$ cat src/rtl/seg_pkg.sv
// rtl/seg_pkg.sv - shared constants, FSM encoding and segment table for the 595 digit scanner
//
// Contents:
//   FRAME_BITS   : bits per serial frame (8 segment + 8 digit-select)
//   LATCH_CYC    : slot cycle on which the frame is latched (2 cycles per bit)
//   scan_state_t : SHIFT / LATCH / HOLD slot phases
//   SEG_CODE     : active-low a..g,dp codes for hex 0..F, dp bit shown off

package seg_pkg;

  localparam int FRAME_BITS = 16;
  localparam int LATCH_CYC  = 2 * FRAME_BITS;

  typedef enum logic [1:0] {
    ST_SHIFT = 2'd0,
    ST_LATCH = 2'd1,
    ST_HOLD  = 2'd2
  } scan_state_t;

  // Bit 7..1 = a..g, bit 0 = dp; all active-low.
  localparam logic [7:0] SEG_CODE [16] = '{
    8'b00000011,  // 0
    8'b10011111,  // 1
    8'b00100101,  // 2
    8'b00001101,  // 3
    8'b10011001,  // 4
    8'b01001001,  // 5
    8'b01000001,  // 6
    8'b00011111,  // 7
    8'b00000001,  // 8
    8'b00011001,  // 9
    8'b00010001,  // A
    8'b11000001,  // b
    8'b01100011,  // C
    8'b10000101,  // d
    8'b01100001,  // E
    8'b01110001   // F
  };

endpackage

$ cat src/rtl/seg_hex_dec.sv
// rtl/seg_hex_dec.sv - combinational hex digit to active-low segment byte decoder
//
// Ports:
//   val   : 4-bit hex value
//   dp    : decimal point, 1 = lit
//   blank : 1 = digit dark (all segments off)
//   seg   : active-low segment byte, seg[7..1] = a..g, seg[0] = dp

module seg_hex_dec (
  input  logic [3:0] val,
  input  logic       dp,
  input  logic       blank,
  output logic [7:0] seg
);
  import seg_pkg::*;

  always_comb begin
    seg = 8'hFF;
    if (!blank) begin
      seg = {SEG_CODE[val][7:1], ~dp};
    end
  end

endmodule

$ cat src/rtl/seg_scan_serial.sv
// rtl/seg_scan_serial.sv - multiplexed 7-segment scanner driving a 74HC595 chain serially
//
// Optional feature macro: SEG_BLINK_EN (adds blink port, BLINK_SLOTS and blink phase counter).
//
// Parameters:
//   NDIG        : digits scanned (1..8)
//   SLOT_CYC    : clk1mhz cycles per digit slot (>= 40)
//   BLINK_SLOTS : full scans per blink half-period (SEG_BLINK_EN only)
// Ports:
//   clk1mhz   : clock, all flops rising-edge
//   rst       : synchronous active-high reset
//   q         : hex value per digit, digit i at q[4i+3:4i]
//   dp        : decimal point per digit, 1 = lit
//   blank     : 1 = digit dark
//   blink     : 1 = digit blinks (SEG_BLINK_EN only)
//   sclk      : 595 shift clock
//   rclk      : 595 latch clock
//   dio       : 595 serial data
//   scan_done : one-cycle pulse when the last digit's frame is latched

module seg_scan_serial #(
  parameter int NDIG     = 6,
  parameter int SLOT_CYC = 1000
`ifdef SEG_BLINK_EN
  ,
  parameter int BLINK_SLOTS = 500
`endif
) (
  input  logic              clk1mhz,
  input  logic              rst,
  input  logic [NDIG*4-1:0] q,
  input  logic [NDIG-1:0]   dp,
  input  logic [NDIG-1:0]   blank,
`ifdef SEG_BLINK_EN
  input  logic [NDIG-1:0]   blink,
`endif
  output logic              sclk,
  output logic              rclk,
  output logic              dio,
  output logic              scan_done
);
  import seg_pkg::*;

  localparam int            SW         = $clog2(SLOT_CYC);
  localparam logic [SW-1:0] SLOT_LAST  = SW'(SLOT_CYC - 1);
  localparam logic [SW-1:0] SLOT_LATCH = SW'(LATCH_CYC);
  localparam logic [2:0]    DIG_LAST   = 3'(NDIG - 1);

  logic [SW-1:0]         slot_cnt;
  logic [SW-1:0]         slot_nxt;
  logic [2:0]            dig_idx;
  scan_state_t           state;
  scan_state_t           state_nxt;

  logic [NDIG*4-1:0]     snap_q;
  logic [NDIG-1:0]       snap_dp;
  logic [NDIG-1:0]       snap_blank;

  logic                  snap_cycle;
  logic [NDIG*4-1:0]     eff_q;
  logic [NDIG-1:0]       eff_dp;
  logic [NDIG-1:0]       eff_blank;
  logic [31:0]           q32;
  logic [7:0]            dp8;
  logic [7:0]            blank8;
  logic [3:0]            dig_val;
  logic                  dig_dark;
  logic [7:0]            seg;
  logic [7:0]            dig_onehot;
  logic [FRAME_BITS-1:0] frame;

  // The snapshot is registered at the end of slot 0 of digit 0, but that
  // same cycle already shifts bit 0 of digit 0, so it reads the live inputs.
  assign snap_cycle = (slot_cnt == '0) && (dig_idx == '0);
  assign eff_q      = snap_cycle ? q     : snap_q;
  assign eff_dp     = snap_cycle ? dp    : snap_dp;
  assign eff_blank  = snap_cycle ? blank : snap_blank;

  // Widen to the 8-digit maximum so digit selection is width-independent.
  assign q32     = 32'(eff_q);
  assign dp8     = 8'(eff_dp);
  assign blank8  = 8'(eff_blank);
  assign dig_val = q32[{dig_idx, 2'b00} +: 4];

`ifdef SEG_BLINK_EN
  localparam int PW = $clog2(BLINK_SLOTS + 1);

  logic [NDIG-1:0] snap_blink;
  logic [NDIG-1:0] eff_blink;
  logic [7:0]      blink8;
  logic [PW-1:0]   phase_cnt;
  logic            phase_on;

  assign eff_blink = snap_cycle ? blink : snap_blink;
  assign blink8    = 8'(eff_blink);
  assign dig_dark  = blank8[dig_idx] | (blink8[dig_idx] & ~phase_on);

  // Phase flips on the scan_done of the last scan of each half-period, so
  // every scan is displayed entirely in one phase.
  always_ff @(posedge clk1mhz) begin
    if (rst) begin
      snap_blink <= '0;
      phase_cnt  <= '0;
      phase_on   <= 1'b1;
    end else begin
      if (snap_cycle) begin
        snap_blink <= blink;
      end
      if (scan_done) begin
        if (phase_cnt == PW'(BLINK_SLOTS - 1)) begin
          phase_cnt <= '0;
          phase_on  <= ~phase_on;
        end else begin
          phase_cnt <= phase_cnt + PW'(1);
        end
      end
    end
  end
`else
  assign dig_dark = blank8[dig_idx];
`endif

  seg_hex_dec u_dec (
    .val   (dig_val),
    .dp    (dp8[dig_idx]),
    .blank (dig_dark),
    .seg   (seg)
  );

  // dig_idx never exceeds NDIG-1, so bits >= NDIG stay 0.
  assign dig_onehot = 8'b1 << dig_idx;

  // frame[k] is the k-th bit shifted: seg[0..7], then dig[7..0].
  always_comb begin
    frame[7:0] = seg;
    for (int j = 0; j < 8; j++) begin
      frame[8 + j] = dig_onehot[7 - j];
    end
  end

  assign slot_nxt = (slot_cnt == SLOT_LAST) ? '0 : slot_cnt + SW'(1);

  always_ff @(posedge clk1mhz) begin
    if (rst) begin
      slot_cnt   <= '0;
      dig_idx    <= '0;
      state      <= ST_SHIFT;
      snap_q     <= '0;
      snap_dp    <= '0;
      snap_blank <= '1;
    end else begin
      slot_cnt <= slot_nxt;
      state    <= state_nxt;
      if (slot_cnt == SLOT_LAST) begin
        dig_idx <= (dig_idx == DIG_LAST) ? 3'd0 : dig_idx + 3'd1;
      end
      if (snap_cycle) begin
        snap_q     <= q;
        snap_dp    <= dp;
        snap_blank <= blank;
      end
    end
  end

  // Outputs are forced low while rst is high: the state register already sits
  // at SHIFT/slot 0 during reset, and a reset mid-frame must never reach LATCH.
  always_comb begin
    state_nxt = ST_HOLD;
    if (slot_nxt < SLOT_LATCH) begin
      state_nxt = ST_SHIFT;
    end else if (slot_nxt == SLOT_LATCH) begin
      state_nxt = ST_LATCH;
    end

    sclk      = 1'b0;
    rclk      = 1'b0;
    dio       = 1'b0;
    scan_done = 1'b0;
    if (!rst) begin
      case (state)
        ST_SHIFT: begin
          sclk = slot_cnt[0];
          dio  = frame[slot_cnt[4:1]];
        end
        ST_LATCH: begin
          rclk      = 1'b1;
          scan_done = (dig_idx == DIG_LAST);
        end
        default: begin
        end
      endcase
    end
  end

endmodule
$ cat config.mk
export PLATFORM = sky130hd
export DESIGN_NAME = seg_scan_serial
export DESIGN_NICKNAME = d
export VERILOG_FILES = /design/src/rtl/seg_pkg.sv /design/src/rtl/seg_hex_dec.sv /design/src/rtl/seg_scan_serial.sv
export SDC_FILE = /design/constraint.sdc
export NUM_CORES = 1
export LEC_CHECK = 0
export ABC_AREA = 1
export BUFFER_PORTS_ARGS = -buffer_cell sky130_fd_sc_hd__buf_4
export CAP_MARGIN = 0
export CORE_UTILIZATION = 61
export DETAILED_ROUTE_END_ITERATION = 10
export PLACE_DENSITY = 0.84
export REMOVE_ABC_BUFFERS = 1
export SLEW_MARGIN = 0
export SYNTH_ARGS = -nofsm -noshare
export SYNTH_HDL_FRONTEND = slang
export SYNTH_SLANG_ARGS = --single-unit
$ cat constraint.sdc
create_clock -name clk1mhz -period 9.07 [get_ports clk1mhz]
set_input_delay 1.814 -clock clk1mhz [delete_from_list [all_inputs] [get_ports clk1mhz]]
set_output_delay 1.814 -clock clk1mhz [all_outputs]
set_load 0.01 [all_outputs]
==> flow_metrics.py, run 1 <==
metrics = {
    "power": {
        "pwr_density_cell_mw_per_mm2": 164.3,
        "pwr-share-clk": 0.287,
        "p_sw_frac": 0.3246,
        "irDropWorstVdd_mv": 0.1049,
        "combPwrFrac": 0.283,
        "power_uw": 585.3,
        "internal_power_uw": 395.3,
        "power_frac_seq": 0.431,
        "net-switching-power_uw": 190.0,
        "p_leak_nw": 1.750,
    },
    "setup_path": {
        "worst-r2r-setup-slack_ns": 6.80,
        "rr_endpoint": "state[1]",
        "r2r_cells": 6,
        "crit_arrival_ns": 3.90,
        "end_kind": "output port",
        "cp_max_fo": 46,
        "path_cells": "inv_1 -> ha_1 -> nand2_2 -> nor2_4 -> nand3_4 -> inv_4 -> nand2_1 -> nand3_1 -> nand2_1 -> o21ai_2 -> inv_1 -> ha_1 -> nand3_1 -> nand3_1 -> nand2_1 -> nand2_1 -> nand2_1 -> nand2_1 -> nand2_1 -> inv_1 -> nand2_1 -> a21oi_2 -> buf_4",
        "cp_common_cell": "nand2_1",
        "start_kind": "flip-flop",
        "r2r_start": "slot_cnt[2]",
        "critPathKind": "flip-flop to output port",
        "critPathLaunch": "slot_cnt[1]",
        "critical_path_required_ns": 7.26,
        "worst_path_max_delay_cell": "nand3_4",
        "max_stage_delay_ns": 0.44,
        "endpoint": "dio",
    },
    "logic_synthesis": {
        "synth-seq-cells": 51,
        "synth-main-ff-cell": "dfxtp_1",
        "syn_area_sq_mm": 0.003149,
        "netlist_instances": 472,
        "postSynthAreaPerCell_sq_um": 6.672,
        "synth_warnings": 0,
        "ys_types": 43,
        "synthArstFlopShare": 0,
        "synth_edf_count": 0,
        "ys_seq_area_frac": 0.3242,
    },
    "timing": {
        "setup_slack_ns": 3.352,
        "hold-worst-slack_ns": 0.4772,
        "period_share": 0.6304,
        "period_minus_slack_ns": 5.718,
        "final-setup-viol-count": 0,
        "setup-tns-final_ns": 0,
        "fin_worst_skew_ns": 0.01189,
        "relSlewSlack": 0.5677,
        "hold_violations": 0,
        "worst-slew-pin-transition_ns": 0.6476,
        "drv_slew": 0,
        "fmaxAchievable_mhz": 174.9,
        "rsz0062_at_grt": "false",
    },
    "layout": {
        "final_util": 0.7350,
        "area_growth_pct": 13.15,
        "fin_area_sq_mm": 0.003563,
        "diodes": 0,
        "final_cells": 573,
        "final_common_cell": "nand2_1",
        "drive_above_1_share": 0.1877,
        "final_cell_mix": "nand2_1 (111), nand3_1 (63), inv_1 (57)",
        "nets": 552,
    },
    "placed_design": {
        "io_buffers": 41,
        "post_dp_cell_area_sq_mm": 0.003446,
        "place_ws_ns": 3.497,
        "dpl.hpwl_mm": 5.436,
        "routabilityCongestion": 0.9477,
        "dp.cells": 565,
    },
    "floorplanning": {
        "die_h_um": 73.85,
        "placementRows": 25,
        "core-area_sq_mm": 0.004848,
        "start_util": 0.6495,
        "die_area_sq_mm": 0.005454,
        "io-pin-count": 42,
        "die_w_um": 73.85,
    },
    "min_path": {
        "hold_class": "flip-flop to flip-flop",
        "min_from": "snap_blank[0]",
    },
    "cts": {
        "ctsHtreeMaxLevel": 2,
        "cts_made_buffers": 5,
        "clk_latency_ns": 0.31,
        "cts_tree": "built",
        "cts_resized": 0,
        "clkSlewWorstSetupHoldPaths_ns": 0.10,
        "root_buffer": "clkbuf_8",
        "cts.sinks": 51,
        "postCtsSetupBuffers": 0,
        "cts_hold_buffers": 0,
        "ctsLongestPathBuffers": 2,
    },
    "route": {
        "drc_errors": 0,
        "first_pass_iters": 5,
        "routed_wl_mm": 7.639,
        "drt-initial-drc-count": 153,
        "final_antenna_net_count": 0,
        "wl_per_cell_um": 13.33,
        "vias": 3041,
        "via_per_inst": 5.307,
    },
    "global_route": {
        "grt_pass1_vias": 2761,
        "grt_pass1_wl_mm": 12.55,
        "grt_max_degree": 47,
        "grt-ovfl-total": 0,
        "antenna_found_initial": 0,
        "grt_usage": 0.3040,
    },
    "flow_run": {
        "drv_cap": 0,
    },
    "run_status": {
        "status": "complete, no violations",
    },
}
-- registers in the layout (all words and copies together) (netlist names) --
name	count
dig_idx	3
snap_blank	6
snap_dp	6
state	2
slot_cnt	10
snap_q	24
-- area by class of cell --
class	count	area, sq um
tap	67	83.83
multi-input combinational	335	1759
timing repair buffer	41	307.8
clock inverter	2	35.03
sequential	51	1021
inverter	71	274.0
clock buffer	6	82.58
fill	425	1285
-- critical path, delay by kind of cell, from the launching register on --
family | cells | cell delay, ns
flip-flops | 1 | 0.40
AO/OA/AOI/OAI | 2 | 0.33
adder cells (fa/ha/maj) | 2 | 0.47
AND/OR/NAND/NOR | 14 | 1.53
buffers and inverters | 5 | 0.86
-- routing by layer --
layer,share of wire,vias up,global-route usage
li1,-,1573,-
met1,0.45,1367,0.3843
met2,0.49,95,0.5331
met3,0.047,6,0.04252
met4,0.0094,0,0.09188
met5,0,-,0
-- cells in the mapped netlist, types with 4 or more instances --
cell	count	area [sq um]
a21oi_1	7	35.03
buf_2	4	20.02
clkbuf_1	5	18.77
dfxtp_1	51	1021
ha_1	9	112.6
inv_1	57	214.0
inv_2	10	37.54
nand2_1	111	416.7
nand2_2	7	43.79
nand3_1	63	315.3
nand3b_1	4	30.03
nor2_1	54	202.7
nor2_2	5	31.28
nor2_4	7	78.83
nor3_1	8	40.04
o211ai_2	5	62.56
o21ai_0	20	100.1
or2_1	4	25.02
-- kinds of logic after synthesis --
logic type,share of synthesized area
AO/OA/AOI/OAI,0.1041
adder cells (fa/ha/maj),0.03576
buffers and inverters,0.1172
AND/OR/NAND/NOR,0.4100
flip-flops,0.3242
multiplexers,0.003179
XOR/XNOR,0.005563
-- power groups by stage --
stage | registers (mW) | clock network, mW | logic, mW
floorplan | 0.255 | 0 | 0.120
global placement | 0.256 | 0 | 0.161
detailed placement | 0.257 | 0 | 0.163
CTS | 0.252 | 0.170 | 0.164
global route | 0.254 | 0.177 | 0.187
finish | 0.252 | 0.168 | 0.165
-- worst min-delay path by stage --
stage | endpoint | slack [ns] | depth (start not counted)
2_1_floorplan | snap_blank[0] | 0.44 | 2
3_3_place_gp | snap_blank[1] | 0.45 | 2
3_5_place_dp | snap_blank[1] | 0.45 | 2
4_1_cts | snap_blank[1] | 0.48 | 2
5_1_grt | snap_q[11] | 0.50 | 2
6_report | snap_blank[0] | 0.48 | 2
Power figures use the tool's default switching activity.
==> run 2: changes to the inputs <==
Settings changed: CORE_UTILIZATION 61 to 58, PLACE_DENSITY 0.84 to 0.8.
Clock period 9.07 ns to 5.4 ns, I/O delays scaled along.
==> run 2 against run 1 <==
Compared with the run above:
- clock skew fell by 0.00094 ns
- critical path depth rose by 1
- utilization fell by 4.9 points
- via count rose by 0.33%
- flip-flop and latch count did not move
- worst hold slack improved by 0.0023 ns
- register-to-register slack got worse by 3.7 ns
- combinational power rose by 67%
- setup slack got worse by 2.8 ns
- wire length fell by 4.9%
- largest cell class unchanged
==> flow_metrics.py, run 2 (synthesized netlist as in run 1, its figures left out) <==
metrics = {
    "run_status": {
        "status": "complete, no violations",
    },
    "setup_path": {
        "path_cells": "inv_1 -> ha_1 -> nand2_2 -> nor2_4 -> nand3_4 -> inv_4 -> nand2_1 -> nand3_1 -> nand2_1 -> o21ai_2 -> inv_1 -> ha_1 -> inv_1 -> nand3_1 -> nand2_1 -> nand3_1 -> nand2_1 -> nand2_1 -> nand2_1 -> nand2_1 -> inv_1 -> nand2_1 -> a21oi_2 -> buf_4",
        "worst_path_max_delay_cell": "dfxtp_1",
        "critPathBufInv": 6,
        "cp_max_fo": 46,
        "end_kind": "output port",
        "start_kind": "flip-flop",
        "crit_arrival_ns": 3.81,
        "cp_common_cell": "nand2_1",
        "critical_path_required_ns": 4.32,
        "critPathKind": "flip-flop to output port",
        "max_stage_delay_ns": 0.41,
        "crit_family": "simple AND/OR/NAND/NOR gates",
    },
    "timing": {
        "drv_slew": 0,
        "hold_violations": 0,
        "worst-slew-pin-transition_ns": 0.5592,
        "period_minus_slack_ns": 4.890,
        "rsz0062_at_grt": "false",
        "fmaxAchievable_mhz": 204.5,
        "final-setup-viol-count": 0,
        "fin_worst_skew_ns": 0.01094,
        "setup-tns-final_ns": 0,
        "period_share": 0.9055,
        "relSlewSlack": 0.6267,
    },
    "flow_run": {
        "drv_cap": 0,
    },
    "floorplanning": {
        "core-area_sq_mm": 0.005172,
        "io-pin-count": 42,
        "placementRows": 26,
        "die_w_um": 75.69,
        "start_util": 0.6089,
        "die_area_sq_mm": 0.005728,
        "die_h_um": 75.69,
    },
    "cts": {
        "postCtsSetupBuffers": 0,
        "clkSlewWorstSetupHoldPaths_ns": 0.10,
        "root_buffer": "clkbuf_8",
        "cts_tree": "built",
        "ctsLongestPathBuffers": 2,
        "cts_hold_buffers": 0,
        "clk_latency_ns": 0.32,
        "ctsHtreeMaxLevel": 2,
        "cts_made_buffers": 5,
        "cts.sinks": 51,
        "cts_resized": 0,
    },
    "layout": {
        "final_common_cell": "nand2_1",
        "largest_register": "snap_q",
        "area_growth_pct": 12.67,
        "final-seq-area_sq_mm": 0.001021,
        "nets": 552,
        "top_regs": "snap_q x24, slot_cnt x10",
        "n_fill_cell": 478,
        "largest_register_ffs": 24,
        "diodes": 0,
        "multi_input_area_sq_mm": 0.001759,
        "final_util": 0.6860,
        "fin_area_sq_mm": 0.003548,
        "drive_above_1_share": 0.1877,
        "final_cell_mix": "nand2_1 (111), nand3_1 (63), inv_1 (57)",
    },
    "route": {
        "drc_errors": 0,
        "via_per_inst": 5.297,
        "final_antenna_net_count": 0,
        "routed_wl_mm": 7.263,
        "drt-initial-drc-count": 193,
        "wl_per_cell_um": 12.61,
        "first_pass_iters": 4,
        "vias": 3051,
    },
    "power": {
        "net-switching-power_uw": 318.6,
        "p_sw_frac": 0.3400,
        "pwr-share-clk": 0.256,
        "internal_power_uw": 618.5,
        "pwr_density_cell_mw_per_mm2": 264.1,
        "combPwrFrac": 0.293,
        "irDropWorstVdd_mv": 0.1707,
        "power_frac_seq": 0.451,
        "p_leak_nw": 1.736,
    },
    "global_route": {
        "grt-ovfl-total": 0,
        "grt_usage": 0.2739,
        "grt_pass1_vias": 2705,
        "grt_pass1_wl_mm": 11.78,
        "antenna_found_initial": 0,
        "grt_max_degree": 47,
    },
    "placed_design": {
        "routabilityCongestion": 0.9273,
        "post_dp_cell_area_sq_mm": 0.003450,
        "dpl.hpwl_mm": 5.417,
        "io_buffers": 41,
    },
    "min_path": {
        "hold_class": "flip-flop to flip-flop",
    },
}
[run 2: cell types whose count changed in the layout (fill, tap and decap cells not counted), sizes merged]
| cell | delta |
|---|---|
| bufinv | -1 |
| clkinvlp | +1 |
[run 2: layout make-up]
cell class                 count  area share
clock inverter                 2    0.004584
timing repair buffer          41     0.08674
multi-input combinational    335      0.4958
inverter                      71     0.07722
tap                           70     0.02468
sequential                    51      0.2877
clock buffer                   6     0.02327
[run 2: worst reg2reg max path: stages, from the launching register on]
cell and delay [ns]:
dfxtp_1 0.58, clkinv_1 0.20, nor2_1 0.27, nand4_1 0.42, o211ai_1 0.30, nand4_1 0.17
a22o_1 0.21
[run 2: final timing paths]
kind | startpoint | to | slack [ns] | cells after the start
min reg2reg | snap_blank[0] | snap_blank[0] | 0.48 | 2
max | slot_cnt[1] | dio | 0.51 | 24
min | snap_blank[0] | snap_blank[0] | 0.48 | 2
max reg2reg | slot_cnt[2] | state[1] | 3.15 | 6
[run 2: power by group through the flow]
stage / sequential, mW / clock, mW / combinational (mW)
4_1_cts: 0.423 / 0.244 / 0.276
5_1_grt: 0.427 / 0.259 / 0.315
3_5_place_dp: 0.432 / 0 / 0.274
3_3_place_gp: 0.431 / 0 / 0.270
6_report: 0.423 / 0.240 / 0.275
2_1_floorplan: 0.428 / 0 / 0.202
[run 2: metrics by stage]
stage | setup slack, ns | power [mW] | std cells | hold WS, ns
finish | 0.5105 | 0.9371 | 576 | 0.4795
global route | 0.1497 | 1.000 | 576 | 0.4935
CTS | 0.5128 | 0.9423 | 576 | 0.4797
detailed placement | 0.8691 | 0.7051 | 568 | 0.4552
global placement | 0.9763 | 0.7003 | 568 | 0.4481
floorplan | 1.518 | 0.6303 | 457 | 0.4373
[run 2: metal layers]
layer  wire [um]  GRT usage
met2        3512     0.4792
met3         468    0.04497
met4         136    0.09053
met5           0          0
met1        3145     0.3431
==> run 3: changes to the inputs <==
Settings changed: ABC_AREA 1 to unset, CORE_UTILIZATION 58 to 57.
==> run 3 against run 2 <==
Compared with the run above:
- die area fell by 6.4%
- synthesized area fell by 8.1%
- via count fell by 15%
- clock skew barely moved
==> flow_metrics.py, run 3 <==
metrics = {
    "logic_synthesis": {
        "yosysMostFrequentCell": "nand2_1",
        "synth-main-ff-cell": "dfxtp_1",
        "synth_warnings": 0,
        "yosys-top-cells-area": "dfxtp_1 (35%), nand2_1 (9.6%), a21oi_1 (7.1%), mux2i_1 (4.2%), ha_1 (3.9%)",
        "yosys-top-cells-count": "nand2_1 (74), dfxtp_1 (51), a21oi_1 (41), nor2_1 (25)",
        "postSynthAreaPerCell_sq_um": 7.947,
        "ys_seq_area_frac": 0.3529,
        "yosys.area.top_type": "dfxtp_1",
        "synthArstFlopShare": 0,
        "synth-seq-cells": 51,
        "syn_area_sq_mm": 0.002893,
        "netlist_instances": 364,
        "synth_top_area_frac": 0.3529,
        "synth_edf_count": 0,
        "ys_types": 50,
    },
    "cts": {
        "cts.sinks": 51,
        "ctsHtreeMaxLevel": 2,
        "cts_tree": "built",
        "clk_latency_ns": 0.31,
        "cts_resized": 0,
        "ctsLongestPathBuffers": 2,
        "cts_made_buffers": 5,
        "postCtsSetupBuffers": 0,
        "root_buffer": "clkbuf_8",
        "cts_hold_buffers": 0,
        "clkSlewWorstSetupHoldPaths_ns": 0.09,
    },
    "power": {
        "p_leak_nw": 1.353,
        "pwr-share-clk": 0.262,
        "irDropWorstVdd_mv": 0.2019,
        "power_frac_seq": 0.501,
        "pwr_density_cell_mw_per_mm2": 256.6,
        "net-switching-power_uw": 258.2,
        "internal_power_uw": 583.2,
        "power_uw": 841.4,
        "p_sw_frac": 0.3069,
        "combPwrFrac": 0.237,
    },
    "placed_design": {
        "dp.cells": 451,
        "post_dp_cell_area_sq_mm": 0.003192,
        "routabilityCongestion": 0.8790,
        "place_ws_ns": 0.9597,
        "io_buffers": 41,
        "dpl.hpwl_mm": 4.350,
    },
    "setup_path": {
        "cp_max_fo": 34,
        "path_cells": "inv_1 -> ha_1 -> nand4_2 -> buf_4 -> mux2i_1 -> o2bb2ai_1 -> inv_1 -> ha_1 -> inv_1 -> a21oi_1 -> a21oi_1 -> o221ai_1 -> nand4_1 -> o41ai_2 -> buf_4",
        "critical_path_required_ns": 4.32,
        "worst-r2r-setup-slack_ns": 3.13,
        "end_kind": "output port",
        "critPathKind": "flip-flop to output port",
        "start_kind": "flip-flop",
        "crit_arrival_ns": 3.59,
        "worst_path_max_delay_cell": "dfxtp_1",
        "critPathBufInv": 5,
        "crit_family": "compound AO/OA/AOI/OAI gates",
        "cp_common_cell": "inv_1",
        "max_stage_delay_ns": 0.51,
    },
    "layout": {
        "final_util": 0.6808,
        "largest_register_ffs": 24,
        "largest_register": "snap_q",
        "nets": 438,
        "n_fill_cell": 443,
        "final_cells": 459,
        "drive_above_1_share": 0.1837,
        "final_common_cell": "nand2_1",
        "fin_area_sq_mm": 0.003279,
        "diodes": 0,
        "area_growth_pct": 13.37,
        "top_regs": "snap_q x24, slot_cnt x10",
        "final_cell_mix": "nand2_1 (74), dfxtp_1 (51), buf_4 (48)",
    },
    "min_path": {
        "hold_class": "flip-flop to flip-flop",
    },
    "global_route": {
        "use_met1": 0.3313,
        "gr-usage-met3": 0.05110,
        "grt_max_degree": 47,
        "grt-busiest-layer": "met2",
        "antenna_found_initial": 0,
        "grt.met2_usage": 0.4187,
        "grt_pass1_wl_mm": 10.46,
        "grt_usage": 0.2524,
        "grt-ovfl-total": 0,
        "grt_pass1_vias": 2376,
    },
    "timing": {
        "fmaxAchievable_mhz": 214.0,
        "drv_slew": 0,
        "worst-slew-pin-transition_ns": 0.6452,
        "final-setup-viol-count": 0,
        "hold_violations": 0,
        "period_share": 0.8655,
        "rsz0062_at_grt": "false",
        "fin_worst_skew_ns": 0.01064,
        "setup-tns-final_ns": 0,
        "relSlewSlack": 0.5693,
        "setup_slack_ns": 0.7266,
        "period_minus_slack_ns": 4.673,
        "hold-worst-slack_ns": 0.4555,
    },
    "floorplanning": {
        "core-area_sq_mm": 0.004817,
        "start_util": 0.6005,
        "die_h_um": 73.24,
        "die_w_um": 73.24,
        "io-pin-count": 42,
        "placementRows": 25,
        "die_area_sq_mm": 0.005364,
    },
    "route": {
        "final_antenna_net_count": 0,
        "via_per_inst": 5.649,
        "wl_per_cell_um": 13.33,
        "drc_errors": 0,
        "drt-initial-drc-count": 112,
        "routed_wl_mm": 6.120,
        "first_pass_iters": 4,
        "vias": 2593,
    },
    "run_status": {
        "status": "complete, no violations",
    },
    "flow_run": {
        "drv_cap": 0,
    },
}
## run 3: path summary, 6_finish.rpt
path              cells past startpoint        start         end
hold / removal                        2   snap_q[23]  snap_q[23]
setup / recovery                     15  slot_cnt[1]         dio
setup reg to reg                      7  slot_cnt[3]    state[0]
hold reg to reg                       2   snap_q[23]  snap_q[23]
## run 3: tightest hold or removal path, stage by stage (launching register included)
cell and delay (ns):
dfxtp_1 0.32, nand2_1 0.05, a21oi_1 0.05
## run 3: cell families (layout without fill, tap and decap cells)
family,after synthesis,after routing,share of synthesized area
AOI/OAI and AO/OA,74,74,0.1674
xor gates and xnor gates,13,13,0.03936
adders and majority gates,9,9,0.03893
buffers and inverters,42,70,0.06834
DFF,51,51,0.3529
muxes,19,19,0.07266
and+or+nand+nor,156,156,0.2604
## run 3: layer usage
metal / vias to the layer above / wire length, um
met5: - / 0
met4: 0 / 72
met3: 7 / 264
met2: 57 / 2949
met1: 1212 / 2834
li1: 1317 / -
## run 3: area by class of cell
class	instances	area [sq um]	area share
clock buffers	5	68.82	0.02098
repair buffers	48	360.3	0.1099
clock inverters	3	18.77	0.005723
inverters	14	52.55	0.01602
well taps	67	83.83	0.02556
multi-input cells	271	1674	0.5105
flip-flops and latches	51	1021	0.3113
## run 3: power groups by stage
| stage | Clock (mW) | Sequential [mW] | Combinational (mW) |
|---|---|---|---|
| 2_1_floorplan | 0 | 0.426 | 0.134 |
| 3_3_place_gp | 0 | 0.429 | 0.194 |
| 3_5_place_dp | 0 | 0.430 | 0.198 |
| 4_1_cts | 0.224 | 0.421 | 0.199 |
| 5_1_grt | 0.244 | 0.426 | 0.224 |
| 6_report | 0.221 | 0.421 | 0.199 |
